### config.mk
export PLATFORM = sky130hd
export DESIGN_NAME = seq_alu_param_flat
export DESIGN_NICKNAME = d
export VERILOG_FILES = /design/src/rtl/seq_alu_param_if.sv /design/src/rtl/seq_alu_param.sv /design/src/flat_wrapper.sv
export SDC_FILE = /design/constraint.sdc
export NUM_CORES = 1
export LEC_CHECK = 0
export CORE_UTILIZATION = 51
export CTS_CLUSTER_DIAMETER = 200
export DETAILED_ROUTE_END_ITERATION = 8
export PLACE_DENSITY_LB_ADDON = 0.3
export SLEW_MARGIN = 20
export SYNTH_ARGS = -nofsm -noshare
export SYNTH_HDL_FRONTEND = slang
export SYNTH_SLANG_ARGS = --single-unit
### constraint.sdc
create_clock -name clk -period 3.15 [get_ports clk]
set_clock_uncertainty 0.2 [all_clocks]
set_input_delay 0.315 -clock clk [delete_from_list [all_inputs] [get_ports clk]]
set_output_delay 0.315 -clock clk [all_outputs]
set_load 0.02 [all_outputs]
### src/rtl/seq_alu_param_if.sv
// Host-side bus bundle for seq_alu_param: the operand and op inputs, start/finish
// handshake, serial result word and status flags.
interface seq_alu_param_if #(
    parameter int WIDTH = 8
);
    logic [WIDTH-1:0] inbus;
    logic [1:0]       op;
    logic             start;
    logic [WIDTH-1:0] outbus;
    logic             finish;
    logic             busy;
    logic             div_zero;

    modport master (
        output inbus, op, start,
        input  outbus, finish, busy, div_zero
    );

    modport slave (
        input  inbus, op, start,
        output outbus, finish, busy, div_zero
    );
endinterface

### src/rtl/seq_alu_param.sv
// Multi-cycle WIDTH-bit ALU: add/sub, Booth multiply and restoring divide with a
// two-beat result. Define SEQ_ALU_SIGNED_DIV_EN for two's complement division.
module seq_alu_param #(
    parameter int WIDTH = 8
) (
    input  logic             clk,
    input  logic             rst,
    seq_alu_param_if.slave   bus,
    output logic [2:0]       state,
    output logic [WIDTH-1:0] A,
    output logic [WIDTH-1:0] Q,
    output logic [WIDTH-1:0] M
);
    localparam int CNT_W = $clog2(WIDTH) + 1;
    localparam logic [1:0] OP_MUL = 2'b10;
    localparam logic [1:0] OP_DIV = 2'b11;

    typedef enum logic [2:0] {
        IDLE   = 3'd0,
        LOAD_Y = 3'd1,
        EXEC   = 3'd2,
        FIXUP  = 3'd3,
        OUT_LO = 3'd4,
        OUT_HI = 3'd5
    } state_t;

    state_t           cur_state;
    state_t           nxt_state;
    logic [WIDTH:0]   acc;
    logic [WIDTH-1:0] q_reg;
    logic [WIDTH-1:0] m_reg;
    logic             q_m1;
    logic [CNT_W-1:0] cnt;
    logic [1:0]       op_reg;
    logic [WIDTH-1:0] dvd;
`ifdef SEQ_ALU_SIGNED_DIV_EN
    logic             y_neg;

    function automatic logic [WIDTH-1:0] mag(input logic [WIDTH-1:0] v);
        return v[WIDTH-1] ? -v : v;
    endfunction
`endif

    logic [WIDTH:0]   sum_ext;
    logic             ovf;
    logic [WIDTH-1:0] flags;
    logic [WIDTH:0]   m_ext;
    logic [WIDTH:0]   booth;
    logic [WIDTH:0]   div_shift;
    logic [WIDTH:0]   div_diff;
    logic             div_neg;
    logic             is_arith;
    logic             last_iter;

    assign is_arith  = ~op_reg[1];
    assign last_iter = (cnt == CNT_W'(1));

    always_comb begin
        sum_ext = op_reg[0] ? ({1'b0, q_reg} - {1'b0, m_reg})
                            : ({1'b0, q_reg} + {1'b0, m_reg});
        ovf     = (op_reg[0] ? (q_reg[WIDTH-1] ^ m_reg[WIDTH-1])
                             : ~(q_reg[WIDTH-1] ^ m_reg[WIDTH-1]))
                  & (sum_ext[WIDTH-1] ^ q_reg[WIDTH-1]);
        flags   = {{(WIDTH-2){1'b0}}, ovf, sum_ext[WIDTH]};

        m_ext = {m_reg[WIDTH-1], m_reg};
        case ({q_reg[0], q_m1})
            2'b10:   booth = acc - m_ext;
            2'b01:   booth = acc + m_ext;
            default: booth = acc;
        endcase

        // Top bit of the trial difference is set exactly when the shifted remainder < M.
        div_shift = {acc[WIDTH-1:0], q_reg[WIDTH-1]};
        div_diff  = div_shift - {1'b0, m_reg};
        div_neg   = div_diff[WIDTH];
    end

    always_ff @(posedge clk) begin
        if (rst) cur_state <= IDLE;
        else     cur_state <= nxt_state;
    end

    always_comb begin
        nxt_state = cur_state;
        case (cur_state)
            IDLE:   if (bus.start) nxt_state = LOAD_Y;
            LOAD_Y: nxt_state = EXEC;
            EXEC: begin
                if (is_arith)               nxt_state = OUT_LO;
                else if (last_iter)         nxt_state = (op_reg == OP_DIV) ? FIXUP : OUT_LO;
            end
            FIXUP:  nxt_state = OUT_LO;
            OUT_LO: nxt_state = OUT_HI;
            OUT_HI: nxt_state = IDLE;
            default: nxt_state = IDLE;
        endcase
    end

    always_ff @(posedge clk) begin
        if (rst) begin
            acc    <= '0;
            q_reg  <= '0;
            m_reg  <= '0;
            q_m1   <= 1'b0;
            cnt    <= '0;
            op_reg <= '0;
            dvd    <= '0;
`ifdef SEQ_ALU_SIGNED_DIV_EN
            y_neg  <= 1'b0;
`endif
        end else begin
            case (cur_state)
                IDLE: if (bus.start) begin
                    op_reg <= bus.op;
                    q_reg  <= bus.inbus;
                    dvd    <= bus.inbus;
                    acc    <= '0;
                    q_m1   <= 1'b0;
                end
                LOAD_Y: begin
                    cnt <= CNT_W'(WIDTH);
`ifdef SEQ_ALU_SIGNED_DIV_EN
                    y_neg <= bus.inbus[WIDTH-1];
                    if (op_reg == OP_DIV) begin
                        m_reg <= mag(bus.inbus);
                        q_reg <= mag(q_reg);
                    end else begin
                        m_reg <= bus.inbus;
                    end
`else
                    m_reg <= bus.inbus;
`endif
                end
                EXEC: begin
                    if (is_arith) begin
                        acc   <= {1'b0, sum_ext[WIDTH-1:0]};
                        q_reg <= flags;
                    end else if (op_reg == OP_MUL) begin
                        acc   <= {booth[WIDTH], booth[WIDTH:1]};
                        q_reg <= {booth[0], q_reg[WIDTH-1:1]};
                        q_m1  <= q_reg[0];
                        cnt   <= cnt - CNT_W'(1);
                    end else begin
                        acc   <= div_neg ? div_shift : div_diff;
                        q_reg <= {q_reg[WIDTH-2:0], ~div_neg};
                        cnt   <= cnt - CNT_W'(1);
                    end
                end
                FIXUP: begin
                    if (m_reg == '0) begin
                        q_reg <= '1;
                        acc   <= {1'b0, dvd};
                    end else begin
`ifdef SEQ_ALU_SIGNED_DIV_EN
                        if (dvd[WIDTH-1] ^ y_neg) q_reg <= -q_reg;
                        if (dvd[WIDTH-1])         acc   <= {1'b0, -acc[WIDTH-1:0]};
`endif
                    end
                end
                default: ;
            endcase
        end
    end

    always_comb begin
        bus.busy     = (cur_state != IDLE);
        bus.finish   = (cur_state == OUT_LO) || (cur_state == OUT_HI);
        bus.div_zero = bus.finish && (op_reg == OP_DIV) && (m_reg == '0);
        bus.outbus   = '0;
        if (cur_state == OUT_LO)      bus.outbus = is_arith ? acc[WIDTH-1:0] : q_reg;
        else if (cur_state == OUT_HI) bus.outbus = is_arith ? q_reg : acc[WIDTH-1:0];
    end

    assign state = cur_state;
    assign A     = acc[WIDTH-1:0];
    assign Q     = q_reg;
    assign M     = m_reg;
endmodule
### src/flat_wrapper.sv
// flat-port wrapper written by rule: the top's interface ports become plain ports
module seq_alu_param_flat 
#(
    parameter int WIDTH = 8
)
  (clk, rst, state, A, Q, M, bus_inbus, bus_op, bus_start, bus_outbus, bus_finish, bus_busy, bus_div_zero);
  seq_alu_param_if #(.WIDTH(WIDTH)) bus_i ();
  input  logic clk;
  input  logic rst;
  output logic [2:0] state;
  output logic [WIDTH-1:0] A;
  output logic [WIDTH-1:0] Q;
  output logic [WIDTH-1:0] M;
  input wire logic [$bits(bus_i.inbus)-1:0] bus_inbus;
  input wire logic [$bits(bus_i.op)-1:0] bus_op;
  input wire logic [$bits(bus_i.start)-1:0] bus_start;
  output wire logic [$bits(bus_i.outbus)-1:0] bus_outbus;
  output wire logic [$bits(bus_i.finish)-1:0] bus_finish;
  output wire logic [$bits(bus_i.busy)-1:0] bus_busy;
  output wire logic [$bits(bus_i.div_zero)-1:0] bus_div_zero;
  assign bus_i.inbus = bus_inbus;
  assign bus_i.op = bus_op;
  assign bus_i.start = bus_start;
  assign bus_outbus = bus_i.outbus;
  assign bus_finish = bus_i.finish;
  assign bus_busy = bus_i.busy;
  assign bus_div_zero = bus_i.div_zero;
  seq_alu_param #(.WIDTH(WIDTH)) u_core (.clk(clk), .rst(rst), .bus(bus_i), .state(state), .A(A), .Q(Q), .M(M));
endmodule
==> results.md, run 1 <==
- Area of the multi-input gates: 2990 um2
- Largest cells by area after synthesis: dfxtp_1 22%, ha_1 9.9%, nor2_1 6.2%, nand2_1 5.9%, a21oi_1 5.6%
- Clock tree buffer depth: 2
- Drt pass-1 iters: 5
- Critical path, cell by cell: inv_2 > ha_4 > inv_2 > fa_2 > a21oi_2 > o22ai_2 > o21a_1 > o21ai_1 > nand2b_1 > ha_4 > buf_6 > buf_4 > o21ai_0 > a31oi_1 > nor3_1 > o22ai_1
- Initial Util: 53.3%
- Slew HR: 52.4%
- Hold WC Path Type: reg2reg
- Port Buffers: 50
- Register area: 873 um2
- Yosys top cell by area: dfxtp_1
- Startpoint types: flip-flop
- Area delta synth->final: 31.7%
- Failing checks: setup timing
- Routability congestion estimate from global placement: roughly 1.0
- Vias per inst: 6.08
- Setup WS post-layout: -0.0639 ns
- # fillers: around 610
- Pwr Density: approximately 660 nW/um2
- Ys async rst share: 0%
- Most common cell in the synthesized netlist: nor2_1
- Primary FF master, synth: dfxtp_1
- Setup TNS: -0.105 ns
- Synthesized area per cell: 7.37 um2
- First-pass GRT wire length: a little over 20000 um
- Min Hold Slack: 0.259 ns
- Final Max Tran Viols: 0
- Synth top area share: 22.0%
- Vias: 4326
- Detailed Route Iter0 Violations: 383
- Final core occ: 70.2%
- Final hold vios: 0
- Overflow after GRT: 0
- Crit Path Class: reg2reg
- Final setup violation count: 3
- Synth top cells by count: 65 x nor2_1, 61 x nand2_1, 44 x a21oi_1
- Worst-Skew Late Latency: ~0.31 ns
- CP Max Fanout: 7
- Minimum clock period: roughly 3.2 ns
- GRT Overall Usage: between 30% and 40%
- DIE AREA: 8010 um2
- CTS clk-pin slew, worst paths: about 0.11 ns
- Crit path largest cell delay: 0.36 ns
- Cells after Synth: 530
- Synth Cell Area: slightly below 4000 um2
- Post-synthesis sequential area ratio: 22.0%
- Die Wd: 89.5 um
- Ports: 51
- Row count: 31
- Highest clock rate: 311 MHz
- YS warnings: 0
- DP Wirelength: between 10000 and 15000 um
- Drt wl/cell: 19.6 um
- CTS Hold Bufs: 0
- Required @ worst endpoint: 3.16 ns
- Synthesis-stage register bit count: 43
- Layout cells sized above 1: 20.6%
- Nets: around 660
- Largest net degree at the start of global routing: 41
- Initial antenna violation count: 0
- Die Ht: between 80 and 90 um
- Antenna viol nets, final: 0
- Lkg Pwr: 2.01 nW
- Max FFs per register: 9
- CTS tree: built
- Place WS: -0.246 ns
- Total core area: 7330 um2
- N_diodes: 0
- Critical Path AT: approximately 3.2 ns
- H-Tree Depth: 2
- TritonCTS sink count: 43
- RSZ-0062 raised after global routing: yes
- Final WL: 14000 um
- Max VDD drop: 0.477 mV
- DR DRC count: 0
- Worst-Margin Slew: 0.713 ns
- Number of synthesized flops with an enable pin: 0
- Slowest-stage cell, CP: fa_2
- Max cap viols: 0
- Vias in the first global route: 3767
- Fin crit share: 102%
- Status: complete, but fails checks
- Yosys cell types: 58
- Reg with most FFs: u_core.acc
- Clock buffer count from CTS: 5
- Syn nets: 577
- Worst setup EP type: flip-flop
- Root Buffer: clkbuf_8
cell usage in the layout (no fill, tap or decap), types with 5 or more instances in the layout:
cell,synthesis,final
o21ai_0,31,23
ha_1,31,28
o21a_1,5,5
nor2b_1,9,9
buf_4,9,60
clkbuf_8,0,5
mux2_2,9,9
o211ai_1,7,7
a31oi_1,8,6
a211oi_1,7,5
o21ai_1,1,6
nor2_1,65,63
xor2_1,11,10
xnor2_1,20,20
a221oi_1,6,6
nor3_1,24,19
clkdlybuf4s50_1,0,50
dfxtp_1,43,37
nand2_1,61,59
a21oi_1,44,41
inv_1,26,22
mux2i_1,12,12
nand2b_1,13,12
critical path: cells and delay by family, from the launching register on:
family / cells / cell delay, ns
compound gates: 7 / 1.21
fa+ha+maj: 3 / 0.81
buf+inv: 4 / 0.35
flops: 1 / 0.34
simple gates: 2 / 0.19
layer usage:
layer  vias up  GRT usage [%]  share of wire, %
met5         -              0                 0
met4         0           15.4               4.3
met3        56           4.52               7.6
met2       221           55.2                46
met1      2007           47.3                42
li1       2042              -                 -
per-stage QoR:
stage          power, mW  cell area (um2)  std cells
2_1_floorplan       1.95             3960        530
4_1_cts             3.11             4950        702
3_5_place_dp        2.60             4750        690
5_1_grt             3.58             5140        712
6_report            3.41             5140        712
3_3_place_gp        2.58             4750        690
worst paths after layout:
check	from	to	slack, ns	depth (start not counted)
worst max register to register	u_core.Q[7]	u_core.acc[3]	-0.06	16
worst min-delay path	u_core.dvd[7]	u_core.dvd[7]	0.26	2
worst min register to register	u_core.dvd[7]	u_core.dvd[7]	0.26	2
worst max-delay path	u_core.Q[7]	u_core.acc[3]	-0.06	16
where the power goes:
group	switching, mW	leakage (nW)	internal [mW]
Sequential	0.0870	0.356	0.607
Combinational	1.26	1.61	1.06
Clock	0.231	0.0451	0.160
Total	1.58	2.01	1.83
cell families (layout without fill, tap and decap cells):
family                   Yosys count  after routing  share of synthesized area (%)
AO/OA/AOI/OAI                    145            145                           24.1
XOR/XNOR                          31             31                           6.95
adder cells (fa/ha/maj)           34             34                           11.5
buffers and inverters             62            145                           6.98
flip-flops                        43             43                           22.0
multiplexers                      21             21                           5.67
AND/OR/NAND/NOR                  194            194                           22.8
final cells by class:
class | count | share of cell area, %
Multi-Input combinational cell | 425 | 58.2
Inverter | 26 | 1.95
Clock buffer | 5 | 1.34
Sequential cell | 43 | 17.0
Tap cell | 99 | 2.41
Clock inverter | 3 | 0.438
Timing Repair Buffer | 111 | 18.7
what timing repair did:
item	in CTS	in global routing
pin swaps	12	32
buffers inserted	4	11
resized for setup	17	32
endpoints found under the hold margin	0	0
endpoints found under the setup margin	11	11
No activity file was read; power rests on OpenSTA's default activity.
==> inputs of run 2 (changes only) <==
--- a/config.mk
+++ b/config.mk
@@ -6,8 +6,8 @@
 export NUM_CORES = 1
 export LEC_CHECK = 0
 export CORE_UTILIZATION = 51
-export CTS_CLUSTER_DIAMETER = 200
 export DETAILED_ROUTE_END_ITERATION = 8
+export HOLD_SLACK_MARGIN = 0.02
 export PLACE_DENSITY_LB_ADDON = 0.3
 export SLEW_MARGIN = 20
 export SYNTH_ARGS = -nofsm -noshare
==> results of run 2 <==
Final layout, timing and power as in run 1 (identical DEF).
==> inputs of run 3 (changes only) <==
--- a/config.mk
+++ b/config.mk
@@ -5,10 +5,12 @@
 export SDC_FILE = /design/constraint.sdc
 export NUM_CORES = 1
 export LEC_CHECK = 0
+export CAP_MARGIN = 20
 export CORE_UTILIZATION = 51
 export DETAILED_ROUTE_END_ITERATION = 8
 export HOLD_SLACK_MARGIN = 0.02
 export PLACE_DENSITY_LB_ADDON = 0.3
+export SKIP_CTS_REPAIR_TIMING = 1
 export SLEW_MARGIN = 20
 export SYNTH_ARGS = -nofsm -noshare
 export SYNTH_HDL_FRONTEND = slang
==> run 3 against run 2 <==
Against the previous run: the run still ends with setup timing left; final area fell by 1.7%; global-route usage fell by 0.41 points; flip-flop and latch count did not move.
==> results.md, run 3 (synthesis results as in run 1) <==
- Status: complete, but fails checks
- Failing checks: setup timing
- Total core area: 7330 um2
- Clock tree buffer depth: 2
- Initial antenna violation count: 0
- Port Buffers: 50
- Initial Util: 53.3%
- Vias: between 4k and 5k
- Lkg Pwr: 1.98 nW
- Routability congestion estimate from global placement: between 1 and 1.5
- CTS tree: built
- N_diodes: 0
- Worst r2r src: u_core.Q[7]
- H-Tree Depth: 2
- RSZ-0062 raised after global routing: yes
- Final core occ: between 60% and 70%
- Root Buffer: clkbuf_8
- Setup WS post-layout: -0.0861 ns
- Fin crit share: 103%
- Drt wl/cell: 19.4 um
- Overflow after GRT: 0
- Worst hold start: u_core.dvd[7]
- Hold Path Stages: 2
- First-pass GRT wire length: ~20000 um
- Reg2reg setup slack: -0.09 ns
- Minimum clock period: 3.24 ns
- DP Wirelength: 10600 um
- TritonCTS sink count: 43
- Max cap viols: 0
- Slew HR: 51.5%
- Antenna viol nets, final: 0
- Required @ worst endpoint: 3.19 ns
- Worst-Margin Slew: 0.726 ns
- Vias per inst: 6.03
- Die Wd: 89.5 um
- Pwr Density: 660 nW/um2
- Reg with most FFs: u_core.acc
- Nets: about 660
- Area delta synth->final: 29.4%
- Row count: 31
- Die Ht: 89.5 um
- DIE AREA: approximately 8000 um2
- Final hold vios: 0
- Final Non-Filler Cells: 709
- Most common cell after layout, fill and taps aside: nor2_1
- Highest clock rate: 309 MHz
- Vias in the first global route: 3729
- Hold WC Path Type: reg2reg
- R2r worst-path depth: 17
- Max FFs per register: 9
- Drt pass-1 iters: 7
- Largest net degree at the start of global routing: ~40
- CP Max Fanout: 7
- Clock buffer count from CTS: 5
- Startpoint types: flip-flop
- DR DRC count: 0
- GRT Overall Usage: 34.4%
- Critical Path AT: 3.28 ns
- CTS clk-pin slew, worst paths: 0.10 ns
- Final Max Tran Viols: 0
- Hold endpoint: u_core.dvd[7]
- Detailed Route Iter0 Violations: 433
- Worst-Skew Late Latency: 0.31 ns
- Final setup violation count: 4
- Worst setup EP type: flip-flop
- Most frequent cells in the layout: 65 x nor2_1, 59 x nand2_1, 57 x buf_4
- Max VDD drop: 0.399 mV
- Ports: 51
- Crit Path Class: reg2reg
- Worst reg2reg endpoint: u_core.acc[6]
- Layout cells sized above 1: 19.0%
- Placed Instances: 690
- Final WL: ~14000 um
run 3: cell count changes in the layout (fill, tap and decap cells not counted), sizes merged:
cell | before | now
buf | 61 | 58
run 3: layer usage:
metal  global-route usage (%)  up-vias  wire length, um
met5                        0        -                0
met4                     16.5        0              646
met3                     4.80       49             1130
met2                     53.9      227             6300
met1                     46.5     1962             5660
li1                         -     2036                -
run 3: critical path, cell delays in order (launching register included):
cell and delay (ns):
dfxtp_2 0.34, inv_2 0.07, ha_4 0.14, inv_2 0.03
fa_2 0.36, a21oi_2 0.19, o22ai_2 0.11, o21a_1 0.17
o21ai_1 0.13, nand2b_1 0.11, ha_4 0.33, buf_6 0.12
nor2_1 0.04, a31oi_1 0.16, o21ai_1 0.12, nor3_2 0.25
o211ai_1 0.12, a21oi_1 0.16
run 3: worst max-delay path by stage:
stage | start | to | depth (start not counted)
global placement | u_core.Q[7] | u_core.acc[6] | 17
detailed placement | u_core.Q[7] | u_core.acc[6] | 17
CTS | u_core.Q[7] | u_core.acc[6] | 17
floorplan | u_core.M[1] | u_core.Q[1] | 13
finish | u_core.Q[7] | u_core.acc[6] | 17
global route | u_core.M[5] | u_core.acc[6] | 15
run 3: layout make-up:
| class | count | area, um2 |
|---|---|---|
| multi-input cells | 425 | 2930 |
| fillers | 621 | 2270 |
| repair buffers | 108 | 940 |
| flip-flops and latches | 43 | 871 |
| well taps | 99 | 124 |
| inverters | 26 | 100 |
| clock buffers | 5 | 68.8 |
| clock inverters | 3 | 22.5 |
run 3: where the power goes:
part,internal [mW],switching (mW)
clock,0.160,0.228
sequential,0.606,0.0872
combinational,1.05,1.21
run 3: metrics by stage:
step                      total power [mW]  setup TNS (ns)  setup WS, ns  instance area (um2)  hold slack [ns]
after floorplan                       1.95         -0.0233       -0.0233                 3960            0.232
after global placement                2.58          -0.506        -0.159                 4750            0.244
after detailed placement              2.60           -1.24        -0.246                 4750            0.247
after CTS                             2.99           -1.49        -0.275                 4850            0.260
after global routing                  3.52           -1.21        -0.220                 5060            0.286
final                                 3.34          -0.201       -0.0861                 5060            0.258
